`config.mk`:
```
export PLATFORM = sky130hd
export DESIGN_NAME = raymarch_frame_scheduler
export DESIGN_NICKNAME = d
export VERILOG_FILES = /design/src/rtl/raymarch_frame_scheduler.sv
export SDC_FILE = /design/constraint.sdc
export NUM_CORES = 1
export LEC_CHECK = 0
export ABC_AREA = 1
export CAP_MARGIN = 30
export CORE_AREA = 4 4 342 344
export CTS_BUF_LIST = sky130_fd_sc_hd__clkbuf_8 sky130_fd_sc_hd__clkbuf_16
export DETAILED_ROUTE_END_ITERATION = 10
export DIE_AREA = 0 0 346 348
export PLACE_DENSITY_LB_ADDON = 0.12
export SYNTH_ARGS = -nofsm -noshare
export SYNTH_HDL_FRONTEND = slang
export SYNTH_SLANG_ARGS = --single-unit
```
`constraint.sdc`:
```
create_clock -name clk -period 3 [get_ports clk]
set_clock_uncertainty 0.2 [all_clocks]
set_input_delay 0.45 -clock clk [delete_from_list [all_inputs] [get_ports clk]]
set_output_delay 0.45 -clock clk [all_outputs]
set_load 0.005 [all_outputs]
```
`src/rtl/raymarch_frame_scheduler.sv`:
```
// raymarch_frame_scheduler: walks a WIDTH x HEIGHT raster, issues Q11.21 pixel coordinates under a credit limit, streams returned shades
// Ports: clk, rst_gen (sync active-low); start + cfg_* latched into rm_* on start in IDLE; busy/frame_done/err status;
//   rm_screen_x/y + rm_valid_in issue side; rm_valid_out + rm_shade_out return side (in order);
//   m_tdata/m_tvalid/m_tready/m_tuser(sof)/m_tlast(eol) AXI-S output.
// Macro RAYMARCH_SCHED_PERF_EN adds perf_frame_cycles: start-edge-to-frame_done cycle count of the last frame.
module raymarch_frame_scheduler #(
  parameter int WIDTH        = 640,
  parameter int HEIGHT       = 480,
  parameter int MAX_INFLIGHT = 4,
  parameter int FIFO_DEPTH   = 8
) (
  input  logic        clk,
  input  logic        rst_gen,
  input  logic        start,
  input  logic [95:0] cfg_camera_forward,
  input  logic [95:0] cfg_camera_right,
  input  logic [95:0] cfg_ray_origin,
  input  logic [95:0] cfg_light_pos,
  input  logic        cfg_sdf_sel,
  output logic        busy,
  output logic        frame_done,
  output logic        err,
  output logic [31:0] rm_screen_x,
  output logic [31:0] rm_screen_y,
  output logic        rm_valid_in,
  output logic [95:0] rm_camera_forward,
  output logic [95:0] rm_camera_right,
  output logic [95:0] rm_ray_origin,
  output logic [95:0] rm_light_pos,
  output logic        rm_sdf_sel,
  input  logic        rm_valid_out,
  input  logic [23:0] rm_shade_out,
  output logic [23:0] m_tdata,
  output logic        m_tvalid,
  input  logic        m_tready,
  output logic        m_tuser,
`ifdef RAYMARCH_SCHED_PERF_EN
  output logic        m_tlast,
  output logic [31:0] perf_frame_cycles
`else
  output logic        m_tlast
`endif
);
  localparam int XW = WIDTH > 1 ? $clog2(WIDTH) : 1;
  localparam int YW = HEIGHT > 1 ? $clog2(HEIGHT) : 1;
  localparam int IW = $clog2(MAX_INFLIGHT + 1);
  localparam int CW = $clog2(FIFO_DEPTH + 1);
  localparam int AW = FIFO_DEPTH > 1 ? $clog2(FIFO_DEPTH) : 1;
  localparam logic [1:0] IDLE = 2'd0, RUN = 2'd1, DRAIN = 2'd2, DONE = 2'd3;
  logic [1:0] state, nxt;
  logic [XW-1:0] issue_x, ret_x;
  logic [YW-1:0] issue_y, ret_y;
  logic [IW-1:0] inflight;
  logic [CW-1:0] fifo_count;
  logic [AW-1:0] wr_ptr, rd_ptr;
  logic [25:0] mem [FIFO_DEPTH];
  logic issue, last_issue, ret_ok, pop, drained;
  // Credits cover both pipeline occupancy and FIFO slots, so a push can never find the FIFO full.
  assign issue = state == RUN && 32'(inflight) < MAX_INFLIGHT &&
                 32'(inflight) + 32'(fifo_count) < FIFO_DEPTH;
  assign last_issue = issue && issue_x == XW'(WIDTH - 1) && issue_y == YW'(HEIGHT - 1);
  assign ret_ok = rm_valid_out && inflight != '0;
  assign pop = m_tvalid && m_tready;
  assign drained = inflight == '0 && fifo_count == '0;
  always_ff @(posedge clk)
    state <= !rst_gen ? IDLE : nxt;
  always_comb
    nxt = state == IDLE  ? (start ? RUN : IDLE) :
          state == RUN   ? (last_issue ? DRAIN : RUN) :
          state == DRAIN ? (drained ? DONE : DRAIN) : IDLE;
  always_comb begin
    busy = state == RUN || state == DRAIN;
    frame_done = state == DONE;
    rm_valid_in = issue;
    rm_screen_x = 32'(issue_x) << 21;
    rm_screen_y = 32'(issue_y) << 21;
    m_tvalid = fifo_count != '0;
    m_tdata = mem[rd_ptr][25:2];
    m_tuser = mem[rd_ptr][1];
    m_tlast = mem[rd_ptr][0];
  end
  always_ff @(posedge clk) begin
    if (!rst_gen) begin
      rm_camera_forward <= '0;
      rm_camera_right <= '0;
      rm_ray_origin <= '0;
      rm_light_pos <= '0;
      rm_sdf_sel <= 1'b0;
      issue_x <= '0;
      issue_y <= '0;
      ret_x <= '0;
      ret_y <= '0;
      inflight <= '0;
      fifo_count <= '0;
      wr_ptr <= '0;
      rd_ptr <= '0;
      err <= 1'b0;
      for (int i = 0; i < FIFO_DEPTH; i++) mem[i] <= '0;
    end else begin
      if (issue) begin
        issue_x <= issue_x == XW'(WIDTH - 1) ? '0 : issue_x + 1'b1;
        if (issue_x == XW'(WIDTH - 1)) issue_y <= issue_y == YW'(HEIGHT - 1) ? '0 : issue_y + 1'b1;
      end
      inflight <= inflight + IW'(issue) - IW'(ret_ok);
      if (rm_valid_out && inflight == '0) err <= 1'b1;
      if (ret_ok) begin
        mem[wr_ptr] <= {rm_shade_out, ret_x == '0 && ret_y == '0, ret_x == XW'(WIDTH - 1)};
        wr_ptr <= wr_ptr + 1'b1;
        ret_x <= ret_x == XW'(WIDTH - 1) ? '0 : ret_x + 1'b1;
        if (ret_x == XW'(WIDTH - 1)) ret_y <= ret_y == YW'(HEIGHT - 1) ? '0 : ret_y + 1'b1;
      end
      if (pop) rd_ptr <= rd_ptr + 1'b1;
      fifo_count <= fifo_count + CW'(ret_ok) - CW'(pop);
      if (state == IDLE && start) begin
        rm_camera_forward <= cfg_camera_forward;
        rm_camera_right <= cfg_camera_right;
        rm_ray_origin <= cfg_ray_origin;
        rm_light_pos <= cfg_light_pos;
        rm_sdf_sel <= cfg_sdf_sel;
        issue_x <= '0;
        issue_y <= '0;
        ret_x <= '0;
        ret_y <= '0;
      end
    end
  end
`ifdef RAYMARCH_SCHED_PERF_EN
  logic [31:0] perf_cnt;
  // Latched on the DRAIN->DONE edge so the value is already valid while frame_done is high.
  always_ff @(posedge clk) begin
    if (!rst_gen) begin
      perf_cnt <= '0;
      perf_frame_cycles <= '0;
    end else begin
      perf_cnt <= state == IDLE && start ? '0 : busy ? perf_cnt + 1'b1 : perf_cnt;
      if (state == DRAIN && drained) perf_frame_cycles <= perf_cnt + 1'b1;
    end
  end
`endif
endmodule

```
After elaboration in Yosys (flattened, before gate mapping)
Memory sizes are Yosys's and may differ from the RTL's. A register that Yosys moved wholly into a read port is not among the register bits. Index checks and enable logic that the tools add are counted.

Register bits: 439. RAM bits: 208. Input bits: 414. Output and inout bits: 480. Word-level logic and storage cells: 78. Memories: 1.

Memories: mem (depth 8, bits a word 26, read ports 1, clocked after Yosys merged registers in 1, wr ports 8, RTL line 56) `logic [25:0] mem [FIFO_DEPTH];`.

$add $sub $neg: 11. Magnitude comparators: 2. Equality and inequality tests: 7. Multiplexer cells: 19. Bitwise operators: 1. Reduce and logical (&&, ||, !) cells: 22.

Operators by type and width (number): $mux W26 (1); $reduce_or A26 Y1 (1); $add A10 B1 Y10 const B (2); $eq A10 B10 Y1 const B (2); $mux W10 (2); $add A9 B1 Y9 const B (2); $eq A9 B9 Y1 const B (2); $mux W9 (2); $logic_and A1 B1 Y1 (10); $logic_not A10 Y1 (1); $logic_not A9 Y1 (1); $mux W3 (3); $mux W2 (4); $mux W1 (7); $add A3 B1 Y3 const B (2); $add A3 B4 Y5 (1); $lt A5 B4 Y1 const B (1); $add A4 B1 Y4 (1); $eq A2 B2 Y1 const B (2); $logic_not A4 Y1 (1); $reduce_and A2 Y1 (2); $reduce_bool A4 Y1 (1); $sub A4 B1 Y4 (1); $add A3 B1 Y3 (1); other kinds (9) (9).

Logic depth before layout (Yosys ltp)
Gate-level depths: netlist (run 1).

Word-level depth: 8. Gate-level depth with buffers: 12. Gate-level depth less buffers: 12.

Worst setup path after synthesis (run 1)
Ideal clock, no wire load.

Path type: input-to-reg. Start point: input port rst_gen. End point: memory mem[1][0] (enable). Setup time: 383 ps. Data arrival time: 1863 ps. Required time: 2417 ps. Path slack: 554 ps. Cell stages on the path: 6. Buffers on the path: 2. Path through: buf_2 > inv_2 > nor3_4 > nand2_2 > buf_6 > nand2_1.

RTL lines: start, declared (RTL line 13) `input logic rst_gen,`; end, declared (RTL line 56).

==> results of run 1 <==
## what timing repair did
item / 4_1_cts / 5_1_grt
endpoints found under the setup margin: 26 / 25
resized for setup: 10 / 57
endpoints found under the hold margin: 23 / 0
pin swaps: 0 / 4
buffers inserted: 0 / 2
hold buffers: 1 / 0
gates cloned: 3 / 5
## path summary, 6_finish.rpt
kind	startpoint	to
worst max-delay path	flop	m_tdata[2]
worst min-delay path	cfg_camera_right[31]	rm_camera_right[31]
worst max register to register	fifo_count[2]	fifo_count[2]
worst min register to register	rm_camera_right[27]	rm_camera_right[27]
## per-layer routing
layer,GRT usage [%],vias up,wire length (um)
met5,0,-,189
met4,5.14,30,3410
met3,7.82,174,11500
met2,35.1,645,64100
met1,23.3,11300,49900
li1,-,11500,-
## Yosys cell counts
| master | count |
|---|---|
| inv_2 | 4 |
| a21oi_2 | 1 |
| nor2_4 | 2 |
| a21oi_1 | 36 |
| xor2_1 | 6 |
| buf_4 | 48 |
| nand3_1 | 38 |
| nor4_1 | 2 |
| buf_1 | 9 |
| buf_6 | 9 |
| clkbuf_1 | 105 |
| conb_1 | 1 |
| nand2_1 | 211 |
| nand4_1 | 17 |
| ha_1 | 20 |
| o21ai_0 | 448 |
| nor3_4 | 1 |
| xnor2_1 | 1 |
| buf_2 | 65 |
| edfxtp_1 | 208 |
| nor3b_1 | 1 |
| nor2_1 | 1171 |
| nand3b_1 | 4 |
| inv_1 | 97 |
| nand3_2 | 4 |
| and3_1 | 1 |
| clkinv_1 | 3 |
| nor3_1 | 11 |
| fa_1 | 2 |
| nor2_2 | 1 |
| nand2_2 | 5 |
| or2_2 | 2 |
| o32ai_1 | 52 |
| a211oi_1 | 1 |
| dfxtp_1 | 442 |
| o21ai_1 | 1 |
## state kept, by name, indices dropped and copies added, names as in the netlist, 10 cells and up, named ones only
name and count:
issue_x 10, rm_camera_right 96, rm_ray_origin 96, mem 208
rm_camera_forward 96, ret_x 10, rm_light_pos 96
## critical path: stages (launching register included)
cell and delay [ns]:
dfxtp_4 0.46, buf_16 0.21, nor2_1 0.08, o32ai_2 0.27
nand2_1 0.11, nand2_2 0.15, clkdlybuf4s50_1 0.51
## final cells by class
class	instances	area, um2	area share (%)
Multi-Input combinational cell	2084	9330	23.8
Clock buffer	96	2270	5.79
Tap cell	1512	1890	4.83
Timing Repair Buffer	949	9680	24.7
Clock inverter	55	385	0.984
Sequential cell	650	15100	38.6
Inverter	104	412	1.05
Antenna cell	31	77.6	0.198
## cell usage in the layout, fill, tap and decap left out, drive strengths merged
cell              n
nor2           1174
clkdlybuf4s50   831
o21ai           449
dfxtp           442
nand2           216
edfxtp          208
inv             126
clkbuf           99
buf              99
o32ai            52
conb             45
nand3            42
a21oi            37
diode            31
clkinv           27
ha               20
nand4            17
dlymetal6s2s     14
nor3             12
xor2              6
bufinv            5
nand3b            4
or2               2
nor4              2
fa                2
nor3b             1
xnor2             1
a211oi            1
and3              1
clkinvlp          1
dlygate4sd3       1
dlygate4sd2       1
## cell families (layout without fill, tap and decap cells)
kind of cell	Yosys count	in the layout	synth area share (%)
buffers and inverters	340	1204	6.25
adder cells (fa/ha/maj)	22	22	1.13
AND/OR/NAND/NOR	1471	1471	22.3
other	1	76	0.0146
XOR/XNOR	7	7	0.239
flip-flops	650	650	58.8
AO/OA/AOI/OAI	539	539	11.3
## power groups by stage
stage	combinational, mW	sequential (mW)	clock (mW)
after floorplan	2.39	10.4	0
after global placement	5.71	10.4	0
after detailed placement	5.72	10.4	0
after CTS	5.87	10.2	10.2
after global routing	6.56	10.3	10.5
final	6.02	10.2	9.83
==> reports/qor.yml, run 1 <==
final_cell_count_no_fill: 5481
final_hold_viol_count: 0
p_int_mw: 18.5
yosysSeqAreaShare_pct: 58.8
ys_types: 36
period_needed_ns: 3.09
antenna_found_initial: 56
grt_max_degree: 140
critical_path_class: "flop to output pin"
dpl_worst_slack_ns: 0.385
routed-via-count: 23700
rsz0062_at_grt: "true"
routed_wl_mm: 129
power_frac_comb_pct: 23.1
cts_htree_levels: 3
firstDrtPassIters: 5
violations: "setup timing"
nets: 4308
critPathCaptureType: "output pin"
postPlaceCellArea_um2: 35900
drive_above_1_share_pct: 7.01
fin_crit_sh_pct: 103
worst_slew_pin_slew_ns: 0.798
dp_hpwl_mm: 97.2
drt_iter0_drc: 1664
outcome: "finished with violations"
cts_root_buf: "clkbuf_16"
clockBufferDepth: 3
p_per_area_nw_per_um2: 667
die_h_um: 348
avgSynthCellArea_um2: 8.47
final_util_pct: 34.4
hold_path_depth: 3
design_area_um2: 39100
p_total_mw: 26.1
worstPathMaxFanout: 26
rows: 124
vias_per_cell: 4.33
nFillCells: 12100
initial_core_util_pct: 22.5
overflow: 0
hold_class: "input port to flop"
dpl.cell_count: 5288
power_frac_clock_pct: 37.7
setup-violations-final: 10
max-slew-margin-rel_pct: 46.2
slew_violations: 0
first_global_vias: 22700
clkSlewWorstSetupHoldPaths_ns: 0.06
worst_ep_required_time_ns: 2.35
dieArea_um2: 120000
grt_util_all_layers_pct: 20.2
clk_latency_ns: 0.64
leakagePower_nw: 15.6
gp_congestion: 0.882
dieWidth_um: 346
ys_warn_count: 0
p_seq_share_pct: 39.3
fin_ws_ns: -0.0938
swShare_pct: 29.3
cts_made_buffers: 83
vdd_drop_max_uv: 382
pin_count: 894
synthTopCellsByArea: "dfxtp_1 34%, edfxtp_1 24%, nor2_1 17%, o21ai_0 8.7%, nand2_1 3.1%"
ys_ff_latch: 650
clkSinkCount: 650
core-area_um2: 114000
switchingPower_mw: 7.64
fmax_mhz: 323
arrival_ns: 2.44
r2r_cells: 12
whs_ns: 0.173
wl_per_cell_um: 23.6
tns_ns: -0.514
cts_tree: "built"
startpoint_type: "flop"
synth_area_leader_cell: "dfxtp_1"
portBuffers: 848
route.detailed.drc: 0
area_growth_pct: 52.4
rrSetupSlack_ns: 0.62
grt_pass1_wl_mm: 175
syn_inst: 3030
netlist_area_um2: 25700
synth_top_area_share_pct: 34.5
maxCapViolCount: 0
ant_nets: 0
Note: power is estimated with default switching activity, not from simulation.
==> inputs of run 2 (changes only) <==
SLEW_MARGIN = 20   (was unset)
==> results of run 2 <==
Final layout, timing and power as in run 1 (identical DEF).
